[src/rtl/bcd_pkg.sv]
// Shared types and constants for the sequential packed-BCD adder.
package bcd_pkg;

    typedef enum logic [1:0] {
        IDLE,
        ADD,
        DONE
    } state_t;

    typedef logic [3:0] bcd_digit_t;

    localparam bcd_digit_t BCD_MAX  = 4'd9;
    localparam bcd_digit_t BCD_CORR = 4'd6;

    function automatic logic is_bcd(input bcd_digit_t d);
        return (d <= BCD_MAX);
    endfunction

endpackage

[src/rtl/bcd_digit_add.sv]
// Combinational single-digit BCD adder with +6 decimal correction.
module bcd_digit_add
    import bcd_pkg::*;
(
    input  logic [3:0] a,
    input  logic [3:0] b,
    input  logic       ci,
    output logic [3:0] s,
    output logic       co
);

    logic [4:0] t;

    always_comb begin
        t = {1'b0, a} + {1'b0, b} + {4'b0000, ci};
        // Illegal digits can push t up to 31; only the low nibble matters after correction.
        if (t > {1'b0, BCD_MAX}) begin
            s  = t[3:0] + BCD_CORR;
            co = 1'b1;
        end else begin
            s  = t[3:0];
            co = 1'b0;
        end
    end

endmodule

[src/rtl/bcd_seq_adder.sv]
// Multi-digit packed-BCD adder that time-shares one digit adder, LSD first.
module bcd_seq_adder
    import bcd_pkg::*;
#(
    parameter int DIGITS = 4
) (
    input  logic                  clk,
    input  logic                  rst,
    input  logic                  in_valid,
    output logic                  in_ready,
    input  logic [4*DIGITS-1:0]   a,
    input  logic [4*DIGITS-1:0]   b,
    input  logic                  ci,
    output logic                  out_valid,
    input  logic                  out_ready,
    output logic [4*DIGITS-1:0]   sum,
    output logic                  co,
    output logic                  err
);

    localparam int IW = (DIGITS > 1) ? $clog2(DIGITS) : 1;
    localparam logic [IW-1:0] IDX_LAST = IW'(DIGITS - 1);

    state_t                     state;
    state_t                     state_n;
    logic                       accept;
    logic [IW-1:0]              idx;
    logic                       carry;
    logic                       err_r;
    logic                       in_err;
    bcd_digit_t [DIGITS-1:0]    a_r;
    bcd_digit_t [DIGITS-1:0]    b_r;
    bcd_digit_t [DIGITS-1:0]    sum_r;
    bcd_digit_t                 d_s;
    logic                       d_co;

    bcd_digit_add u_digit_add (
        .a  (a_r[idx]),
        .b  (b_r[idx]),
        .ci (carry),
        .s  (d_s),
        .co (d_co)
    );

    always_comb begin
        in_err = 1'b0;
        for (int unsigned i = 0; i < DIGITS; i++) begin
            if (!is_bcd(a[4*i +: 4]) || !is_bcd(b[4*i +: 4]))
                in_err = 1'b1;
        end
    end

    always_ff @(posedge clk or posedge rst) begin
        if (rst)
            state <= IDLE;
        else
            state <= state_n;
    end

    always_comb begin
        state_n   = state;
        accept    = 1'b0;
        in_ready  = (state == IDLE) && !rst;
        out_valid = (state == DONE);
        case (state)
            IDLE: begin
                if (in_valid) begin
                    accept  = 1'b1;
                    state_n = ADD;
                end
            end
            ADD: begin
                if (idx == IDX_LAST)
                    state_n = DONE;
            end
            DONE: begin
                if (out_ready)
                    state_n = IDLE;
            end
            default: state_n = IDLE;
        endcase
    end

    always_ff @(posedge clk or posedge rst) begin
        if (rst) begin
            a_r   <= '0;
            b_r   <= '0;
            sum_r <= '0;
            carry <= 1'b0;
            err_r <= 1'b0;
            idx   <= '0;
        end else if (accept) begin
            a_r   <= a;
            b_r   <= b;
            sum_r <= '0;
            carry <= ci;
            err_r <= in_err;
            idx   <= '0;
        end else if (state == ADD) begin
            sum_r[idx] <= d_s;
            carry      <= d_co;
            if (idx != IDX_LAST)
                idx <= idx + 1'b1;
        end
    end

    assign sum = sum_r;
    assign co  = carry;
    assign err = err_r;

endmodule

[config.mk]
export PLATFORM = sky130hd
export DESIGN_NAME = bcd_seq_adder
export DESIGN_NICKNAME = d
export VERILOG_FILES = /design/src/rtl/bcd_pkg.sv /design/src/rtl/bcd_digit_add.sv /design/src/rtl/bcd_seq_adder.sv
export SDC_FILE = /design/constraint.sdc
export NUM_CORES = 1
export LEC_CHECK = 0
export ABC_AREA = 1
export CAP_MARGIN = 5
export CORE_ASPECT_RATIO = 1.1
export CORE_MARGIN = 8
export CORE_UTILIZATION = 34
export CTS_BUF_LIST = sky130_fd_sc_hd__clkbuf_4 sky130_fd_sc_hd__clkbuf_8 sky130_fd_sc_hd__clkbuf_16
export CTS_CLUSTER_SIZE = 20
export DETAILED_ROUTE_END_ITERATION = 10
export PLACE_DENSITY = 0.65
export SKIP_LAST_GASP = 1
export SLEW_MARGIN = 20
export SYNTH_ARGS = -nofsm -noshare
export SYNTH_HDL_FRONTEND = slang
export SYNTH_HIERARCHICAL = 1
export SYNTH_SLANG_ARGS = --single-unit
[constraint.sdc]
create_clock -name clk -period 7.6 [get_ports clk]
set_input_delay 1.52 -clock clk [delete_from_list [all_inputs] [get_ports clk]]
set_output_delay 1.52 -clock clk [all_outputs]
set_load 0.005 [all_outputs]
* After elaboration in Yosys (flattened, before gate mapping)
Index checks and enable logic that the tools add are counted.
Cells by class: multiplexer cells 26, order comparisons 11, eq/ne operators 7, reductions and logical operators 20, add/subtract/negate cells 4
Operator list (number):
- $le A4 B4 Y1 const B | 8
- $mux W16 | 2
- $bmux W4 S2 | 2
- $bwmux W16 | 1
- $mux W4 | 4
- $mux W2 | 6
- $logic_not A1 Y1 | 9
- $mux W1 | 9
- $demux W4 S2 | 1
- $ne A2 B2 Y1 const B | 3
- $pmux W2 S3 | 1
- $add A4 B4 Y5 | 1
- $add A5 B1 Y5 | 1
- $gt A5 B4 Y1 const B | 1
- $add A4 B3 Y4 const B | 1
- $eq A2 B2 Y1 const B | 2
- $logic_or A1 B1 Y1 | 4
- $reduce_bool A2 Y1 | 2
- $lt A2 B3 Y1 const B | 1
- $reduce_and A3 Y1 | 1
- $add A2 B1 Y2 const B | 1
- $eq A2 B1 Y1 const B | 1
- $ge A2 B1 Y1 const B | 1
- $logic_and A1 B1 Y1 | 2
- 3 further kinds | 3
Word-level totals: bits in registers 54, word-level logic and storage cells 84, input port bits 37

* Depth between registers and ports, before layout
Gate-level depths: netlist of the first run.
word-level depth 9, gate-level depth with buffers 18, mapped depth without buffers 16

* By module
Netlist of the first run, hierarchy kept.
By module, submodules not included:
- bcd_seq_adder | cells an instance 286, instances 1, area each 2387.3 µm²
- bcd_digit_add | cells an instance 47, instances 1, area each 295.3 µm²

* Worst setup path after synthesis of the first run
OpenSTA, ideal clock, no wires.
path kind input to output, start input rst, end output in_ready, cell stages on the path 1, path buffers 0, setup slack 4.400 ns, data required time 6.080 ns, data arrival time 1.680 ns, path through nor3_1
Between the ends: word-level cells in the longest chain between the ends 2
RTL lines:
- start: declaration | line bcd_seq_adder.sv:8 | input logic rst,
- $logic_not A1 Y1 (no line)
- $logic_and A1 B1 Y1 | line bcd_seq_adder.sv:63 | in_ready = (state == IDLE) && !rst;
- end: declaration | line bcd_seq_adder.sv:10 | output logic in_ready,
No other way between the ends.

* Worst setup path in the final report of the first run
Same ends and word-level chain as after synthesis.

==> flow_summary.ini, run 1 <==
[die]
coreArea_um2 = 7780
fp.dieW_um = 101
die_area_um2 = 11000
pin_count = 57
starting_utilization_of_the_core_area = 0.345
rows = 34
die_height_um = 109

[route]
post_drt_wl_per_cell_um = 13.5
remaining_number_of_nets_flagged_by_the_antenna_check_after_routing = 0
detail_route.vias_per_cell = 4.80
drt-initial-drc-count = 120
drt_pass_1_iters = 4
drt_drc_violations_left = 0
wl_um = 6660
vias = 2378

[cells_and_area]
layout.cells.most_common_list = sky130_fd_sc_hd__nand2_1, sky130_fd_sc_hd__clkdlybuf4s50_1, sky130_fd_sc_hd__dfrtp_1, sky130_fd_sc_hd__o21ai_0, sky130_fd_sc_hd__nand3_1
layout_commonest_cell = sky130_fd_sc_hd__nand2_1
register_area_um2 = 1350
multi_input_area_um2 = 1200
filler_cell_count = 817
num-nets-final = 433
syn_to_final_growth_pct = 28.4
final_core_util = 0.442
drive_above_1_share = 0.0594
antenna_diodes = 0
layout.cells.non_filler = 495

[grt]
grt_first_pass_wirelength_um = 11500
maximum_number_of_pins_on_one_net_before_global_route_repair = 55
grt-ovfl-total = 0
grt_pass1_vias = 2525
grt_antenna_before_repair = 0
gr-usage-all-layers = 0.128

[setup_path]
rr_endpoint = sum[7]
r2r_cells = 14
critical_path.startpoint_type = input port
critPathMaxFanout = 2
timing.reg2reg.setup_slack_ps = 3850
r2r-start = idx[0]
crit_required_ps = 6080
timing.critical_path.to_type = primary output
worst_setup_path_endpoint = in_ready
critical_path_class = input port to primary output
cp.arrival_ps = 2630
crit_path_start = rst

[pwr]
power_frac_comb = 0.625
clkPwrFrac = 0.106
power_report.internal_total_uw = 950
p_per_area_nw_per_um2 = 544
p_sw_uw = 922
leakage_uw = 0.00166
power.sequential.fraction = 0.269
netSwitchingFraction = 0.493
vdd_drop_max_v = 0.000275

[timing]
setup-violations-final = 0
rsz0062_at_grt = no
final.period_utilization = 0.546
fin_tns_setup_ps = 0
finalHoldViolCount = 0
timing.hold.ws_ps = 485
worst_slew_margin_rel = 0.318
fin_worst_skew_ps = 7.11
maximum_operating_frequency_ghz = 0.241
layout_min_cycle_time_ps = 4150
tightest_slew_ps = 1020
slew_viol_final = 0

[synth]
synth.ff_latch_count = 54
number_of_warnings_reported_in_the_yosys_synthesis_log = 6
synthesis.nets = 380
syn-mean-instance-area_um2 = 8.06
synth_largest_area_cell = sky130_fd_sc_hd__dfrtp_1
synth.top_cells.by_area = sky130_fd_sc_hd__dfrtp_1, sky130_fd_sc_hd__nand2_1, sky130_fd_sc_hd__o21ai_0
netlist_area_um2 = 2680
post_synthesis_sequential_area_ratio = 0.504
netlist_instances = 333
synth.lib_cells_used.distinct = 22
synth.top_cell.area_share = 0.504

[worst_hold_path]
worstHoldPathType = flip-flop to flip-flop
hold-path-cell-count = 2

[clock_tree]
clock_pin_slew_of_the_registers_on_the_worst_case_setup_and_hold_paths_ps = 90
cts_tree = yes
ctsRootBufferMaster = sky130_fd_sc_hd__clkbuf_8
cts_hold_repair.buffers = 0
cts_setup_buffers = 0
cts_buffers = 5
clock_tree.htree_level_count = 2
tritoncts_num_sinks = 54
post_cts_resized = 0
clock_path_buffers = 2
clock_latency_ps = 310

[place]
gpl.final_weighted_congestion = 0.738
estimated_wirelength_of_the_detail_placed_design_um = 4810
place.detailed.instances = 487
port_buffers = 56

[flow_run]
cap_violations = 0

[run_status]
status = finished clean
worst min path at each step:
stage | from | to | slack [ps]
after floorplan | a_r[8] | a_r[8] | 440
after global placement | b_r[7] | b_r[7] | 460
after global routing | a_r[4] | a_r[4] | 500
final | a_r[8] | a_r[8] | 480
after CTS | a_r[8] | a_r[8] | 480
after detailed placement | a_r[4] | a_r[4] | 460
cells by family (layout without fill, tap and decap cells):
family | after synthesis | count (layout) | synth area share
compound gates | 54 | 54 | 0.108
simple gates | 184 | 184 | 0.287
fa+ha+maj | 10 | 10 | 0.0522
flops | 54 | 54 | 0.504
buf+inv | 31 | 85 | 0.0490
power by group through the flow:
stage / logic, µW / clock network (µW) / registers (µW)
2_1_floorplan: 885 / 0 / 479
6_report: 1170 / 199 / 503
4_1_cts: 1180 / 202 / 504
3_3_place_gp: 1140 / 0 / 506
5_1_grt: 1370 / 213 / 522
3_5_place_dp: 1170 / 0 / 509
sequential cells by signal, indices dropped and copies added (netlist names):
name	flops
sum	16
b_r	16
co	1
idx	2
state	2
a_r	16
err	1
cells in the mapped netlist:
library cell	count
sky130_fd_sc_hd__a21oi_1	1
sky130_fd_sc_hd__a21oi_2	2
sky130_fd_sc_hd__buf_2	9
sky130_fd_sc_hd__buf_4	1
sky130_fd_sc_hd__clkbuf_1	1
sky130_fd_sc_hd__clkinv_1	1
sky130_fd_sc_hd__dfrtp_1	54
sky130_fd_sc_hd__fa_1	2
sky130_fd_sc_hd__ha_1	8
sky130_fd_sc_hd__inv_1	16
sky130_fd_sc_hd__inv_2	3
sky130_fd_sc_hd__nand2_1	125
sky130_fd_sc_hd__nand2_2	3
sky130_fd_sc_hd__nand2_4	2
sky130_fd_sc_hd__nand3_1	28
sky130_fd_sc_hd__nand3_2	2
sky130_fd_sc_hd__nor2_1	22
sky130_fd_sc_hd__nor2_4	1
sky130_fd_sc_hd__nor3_1	1
sky130_fd_sc_hd__o21ai_0	42
sky130_fd_sc_hd__o22ai_1	8
sky130_fd_sc_hd__o31ai_1	1
stage by stage:
step	total power, µW	instance area, µm²	worst slack [ps]
finish	1870	3440	3450
global route	2100	3440	3420
CTS	1890	3440	3430
detailed placement	1680	3330	3440
global placement	1650	3330	3460
floorplan	1360	2680	4400
per-layer routing:
metal / vias up / share of wire / global-route usage
li1: 1184 / - / -
met1: 1122 / 0.47 / 0.160
met3: 7 / 0.061 / 0.0377
met5: - / 0 / 0
met2: 65 / 0.46 / 0.214
met4: 0 / 0.0092 / 0.0281
worst max-delay path, stage by stage:
cell,delay [ps]
sky130_fd_sc_hd__clkdlybuf4s50_1,440
sky130_fd_sc_hd__nor3_1,150
sky130_fd_sc_hd__clkdlybuf4s50_1,530
area by class of cell:
type | count | share of cell area
flip-flops and latches | 54 | 0.392
well taps | 108 | 0.0392
repair buffers | 57 | 0.165
inverters | 20 | 0.0218
clock inverters | 2 | 0.0109
multi-input cells | 248 | 0.348
clock buffers | 6 | 0.0222
Power figures use the tool's default switching activity.
==> inputs of run 2 (changes only) <==
- PLACE_DENSITY: 0.65 -> 0.67
- clock period: 7.6 -> 3.4 ns (I/O delays scaled with it)
==> flow_summary.ini, run 2 (same netlist as run 1, synthesis figures left out) <==
[pwr]
power_report.internal_total_uw = 2150
power_frac_comb = 0.627
netSwitchingFraction = 0.479
vdd_drop_max_v = 0.000647
clkPwrFrac = 0.105
p_sw_uw = 1980
leakage_uw = 0.00168
power.sequential.fraction = 0.267
p_per_area_nw_per_um2 = 1180

[clock_tree]
cts_hold_repair.buffers = 0
cts_tree = yes
cts_buffers = 5
clock_pin_slew_of_the_registers_on_the_worst_case_setup_and_hold_paths_ps = 100
tritoncts_num_sinks = 54
clock_tree.htree_level_count = 2
clock_path_buffers = 2
ctsRootBufferMaster = sky130_fd_sc_hd__clkbuf_8
cts_setup_buffers = 0
clock_latency_ps = 300
post_cts_resized = 0

[worst_hold_path]
worstHoldStart = b_r[10]
worstHoldPathType = flip-flop to flip-flop

[timing]
worst_slew_margin_rel = 0.648
finalHoldViolCount = 0
tightest_slew_ps = 527
slew_viol_final = 0
fin_worst_skew_ps = 5.41
layout_min_cycle_time_ps = 2990
final.period_utilization = 0.880
maximum_operating_frequency_ghz = 0.334
setup-violations-final = 0
fin_tns_setup_ps = 0
rsz0062_at_grt = no
final.setup.worst_slack_ps = 409

[die]
die_height_um = 109
starting_utilization_of_the_core_area = 0.345
rows = 34
die_area_um2 = 11000
pin_count = 57
fp.dieW_um = 101
coreArea_um2 = 7780

[setup_path]
cp_cell_sequence = buf_4, o21ai_0, o22ai_1, fa_1, fa_1, nand2_1, nand2_4, ha_1, a21oi_2, nand2_2, nand2_4, nand2_1, nand2_1, inv_1, o21ai_0
crit_required_ps = 3620
crit_path_frequent_cell = sky130_fd_sc_hd__nand2_1
critical_path.startpoint_type = flip-flop
r2r-start = idx[0]
critical_path_class = flip-flop to flip-flop
critPathMaxFanout = 16
crit_path_start = idx[0]
critical_path_max_stage_delay_ps = 460
critical-path-slowest-cell = sky130_fd_sc_hd__fa_1
timing.critical_path.to_type = flip-flop
cp.arrival_ps = 3210

[cells_and_area]
layout_commonest_cell = sky130_fd_sc_hd__nand2_1
antenna_diodes = 0
num-nets-final = 438
syn_to_final_growth_pct = 29.8
layout.cells.most_common_list = sky130_fd_sc_hd__nand2_1, sky130_fd_sc_hd__clkdlybuf4s50_1, sky130_fd_sc_hd__dfrtp_1, sky130_fd_sc_hd__o21ai_0, sky130_fd_sc_hd__nand3_1
drive_above_1_share = 0.0714
postLayoutCellArea_um2 = 3480
final_core_util = 0.447

[route]
drt_pass_1_iters = 6
remaining_number_of_nets_flagged_by_the_antenna_check_after_routing = 0
post_drt_wl_per_cell_um = 12.9
drt-initial-drc-count = 87
vias = 2367
wl_um = 6460
detail_route.vias_per_cell = 4.73
drt_drc_violations_left = 0

[grt]
grt_first_pass_wirelength_um = 11400
grt-ovfl-total = 0
grt_pass1_vias = 2551
grt_antenna_before_repair = 0
gr-usage-all-layers = 0.127
maximum_number_of_pins_on_one_net_before_global_route_repair = 52

[place]
placed_cell_area_um2 = 3370
gpl.final_weighted_congestion = 0.822
estimated_wirelength_of_the_detail_placed_design_um = 4990
port_buffers = 56
detailedPlace.worstSlack_ps = 426

[run_status]
status = finished clean

[flow_run]
cap_violations = 0
## run 2: changes by cell type in the layout (fill, tap and decap cells not counted), sizes merged
cell / previous run / this run
buf: 1 / 6
## run 2: metrics by stage
stage / cells / power (µW) / hold slack [ps]
after global placement: 492 / 3640 / 461
after CTS: 500 / 4170 / 486
final: 500 / 4120 / 480
after global routing: 500 / 4670 / 521
after floorplan: 333 / 3050 / 444
after detailed placement: 492 / 3720 / 460
## run 2: path summary, 6_finish.rpt
kind / slack (ps) / cells past startpoint / to
max: 410 / 15 / sum[14]
min: 480 / 2 / b_r[10]
max reg2reg: 410 / 15 / sum[14]
min reg2reg: 480 / 2 / b_r[10]
max in group asynchronous: 2150 / 3 / a_r[9]
min in group asynchronous: 670 / 2 / idx[1]
## run 2: critical path, delay by kind of cell (launching register included)
family	cells	cell delay, ps
AO/OA/AOI/OAI	4	600
adder cells (fa/ha/maj)	3	1090
buffers and inverters	2	280
flip-flops	1	450
AND/OR/NAND/NOR	6	490
## run 2: layout make-up
type | instances | area, µm²
multi-input combinational | 248 | 1200
clock inverter | 2 | 37.5
timing repair buffer | 62 | 606
tap | 108 | 135
fill | 800 | 4300
inverter | 20 | 75.1
sequential | 54 | 1350
clock buffer | 6 | 76.3
## run 2: per-layer routing
layer  wire length [µm]  global-route usage  vias to the layer above
li1                   -                   -                     1192
met2               2970               0.218                       66
met4                170              0.0551                        0
met1               2990               0.148                     1096
met5                  0                   0                        -
met3                329              0.0300                       13
## run 2: power groups by stage
stage / Combinational (µW) / Sequential (µW) / Clock, µW
2_1_floorplan: 1980 / 1070 / 0
3_3_place_gp: 2520 / 1120 / 0
3_5_place_dp: 2600 / 1120 / 0
4_1_cts: 2610 / 1110 / 450
5_1_grt: 3050 / 1140 / 472
6_report: 2590 / 1100 / 434
==> inputs of run 3 (changes only) <==
- clock period: 3.4 -> 2.5 ns (I/O delays scaled with it)
==> flow_summary.ini, run 3 (same netlist as run 1, synthesis figures left out) <==
[run_status]
status = finished with violations
failed_checks = negative setup slack

[setup_path]
crit_required_ps = 2730
critPathMaxFanout = 12
critical_path.startpoint_type = flip-flop
critical_path_class = flip-flop to flip-flop
timing.critical_path.to_type = flip-flop
cp.arrival_ps = 2870

[clock_tree]
ctsRootBufferMaster = sky130_fd_sc_hd__clkbuf_8
cts_buffers = 5
cts_tree = yes
tritoncts_num_sinks = 54
clock_pin_slew_of_the_registers_on_the_worst_case_setup_and_hold_paths_ps = 100
clock_tree.htree_level_count = 2
clock_path_buffers = 2
clock_latency_ps = 310
cts_hold_repair.buffers = 0

[timing]
layout_min_cycle_time_ps = 2640
final.period_utilization = 1.06
slew_viol_final = 0
setup-violations-final = 13
fin_worst_skew_ps = 14.3
final.setup.worst_slack_ps = -141
worst_slew_margin_rel = 0.636
maximum_operating_frequency_ghz = 0.379
fin_tns_setup_ps = -1560
tightest_slew_ps = 545
rsz0062_at_grt = yes
finalHoldViolCount = 0

[route]
drt_pass_1_iters = 4
drt-initial-drc-count = 88
remaining_number_of_nets_flagged_by_the_antenna_check_after_routing = 0
vias = 2448
post_drt_wl_per_cell_um = 13.4
detail_route.vias_per_cell = 4.77
drt_drc_violations_left = 0
wl_um = 6860

[cells_and_area]
antenna_diodes = 0
layout_commonest_cell = sky130_fd_sc_hd__nand2_1
syn_to_final_growth_pct = 36.9
num-nets-final = 451
layout.cells.most_common_list = sky130_fd_sc_hd__nand2_1, sky130_fd_sc_hd__clkdlybuf4s50_1, sky130_fd_sc_hd__dfrtp_1, sky130_fd_sc_hd__nand3_1, sky130_fd_sc_hd__o21ai_0
multi_input_area_um2 = 1280
register_area_um2 = 1350
filler_cell_count = 760
drive_above_1_share = 0.165

[die]
rows = 34
coreArea_um2 = 7780
fp.dieW_um = 101
starting_utilization_of_the_core_area = 0.345
die_height_um = 109
die_area_um2 = 11000
pin_count = 57

[grt]
grt_pass1_vias = 2409
maximum_number_of_pins_on_one_net_before_global_route_repair = 52
gr-usage-all-layers = 0.131
grt_antenna_before_repair = 0
grt-ovfl-total = 0
grt_first_pass_wirelength_um = 11600

[place]
estimated_wirelength_of_the_detail_placed_design_um = 5230
port_buffers = 56
gpl.final_weighted_congestion = 0.830
detailedPlace.worstSlack_ps = -278

[worst_hold_path]
worstHoldPathType = flip-flop to flip-flop

[flow_run]
cap_violations = 0
[run 3: changes by cell type in the layout (fill, tap and decap cells not counted), sizes merged]
cell,change
buf,+13
clkinv,+1
bufinv,-1
clkinvlp,-1
clkbuf,+1
[run 3: final timing paths]
check                        from       end  slack (ps)  depth (start not counted)
setup / recovery           idx[0]    sum[7]        -140                         15
hold / removal             a_r[6]    a_r[6]         480                          2
setup reg to reg           idx[0]    sum[7]        -140                         15
hold reg to reg            a_r[6]    a_r[6]         480                          2
max in group asynchronous     rst    idx[0]        1440                          3
min in group asynchronous     rst  state[0]         540                          2
[run 3: layout make-up]
cell class | count | area share
sequential | 54 | 0.369
multi-input combinational | 248 | 0.348
timing repair buffer | 75 | 0.197
tap | 108 | 0.0368
clock buffer | 7 | 0.0262
inverter | 20 | 0.0215
clock inverter | 1 | 0.00238
[run 3: critical path, cell delays in order (launching register included)]
cell                      delay [ps]
sky130_fd_sc_hd__dfrtp_2         480
sky130_fd_sc_hd__buf_6           140
sky130_fd_sc_hd__buf_4           170
sky130_fd_sc_hd__o21ai_1         140
sky130_fd_sc_hd__o22ai_1         100
sky130_fd_sc_hd__buf_4           150
sky130_fd_sc_hd__fa_2            580
sky130_fd_sc_hd__inv_2            50
sky130_fd_sc_hd__ha_4            160
sky130_fd_sc_hd__a21oi_2         110
sky130_fd_sc_hd__nand2_2         100
sky130_fd_sc_hd__nand2_4          90
sky130_fd_sc_hd__nand2_1          50
sky130_fd_sc_hd__nand2_1          60
sky130_fd_sc_hd__inv_2            50
sky130_fd_sc_hd__o21ai_1         120
[run 3: metrics by stage]
stage / cells / cell area [µm²] / utilization / hold WS, ps
3_5_place_dp: 502 / 3480 / 0.447 / 461
2_1_floorplan: 333 / 2730 / - / 444
4_1_cts: 513 / 3650 / 0.469 / 485
6_report: 513 / 3670 / 0.472 / 481
3_3_place_gp: 502 / 3480 / 0.447 / 460
5_1_grt: 513 / 3670 / 0.472 / 503
[run 3: metal layers]
metal / track usage / up-vias / share of wire
li1: - / 1222 / -
met4: 0.0389 / 0 / 0.014
met2: 0.223 / 77 / 0.47
met5: 0 / - / 0
met3: 0.0396 / 11 / 0.078
met1: 0.156 / 1138 / 0.43
[run 3: what timing repair did]
| action | in CTS | in global routing |
|---|---|---|
| pin swaps | 14 | 1 |
| gates resized for setup | 18 | 8 |
| buffers inserted | 3 | 0 |
| endpoints found under the setup margin | 13 | 13 |
Power of run 3 is left out: the tool's default activity adds up to more than one toggle a clock period on the data nets, which glitch-free logic cannot reach.
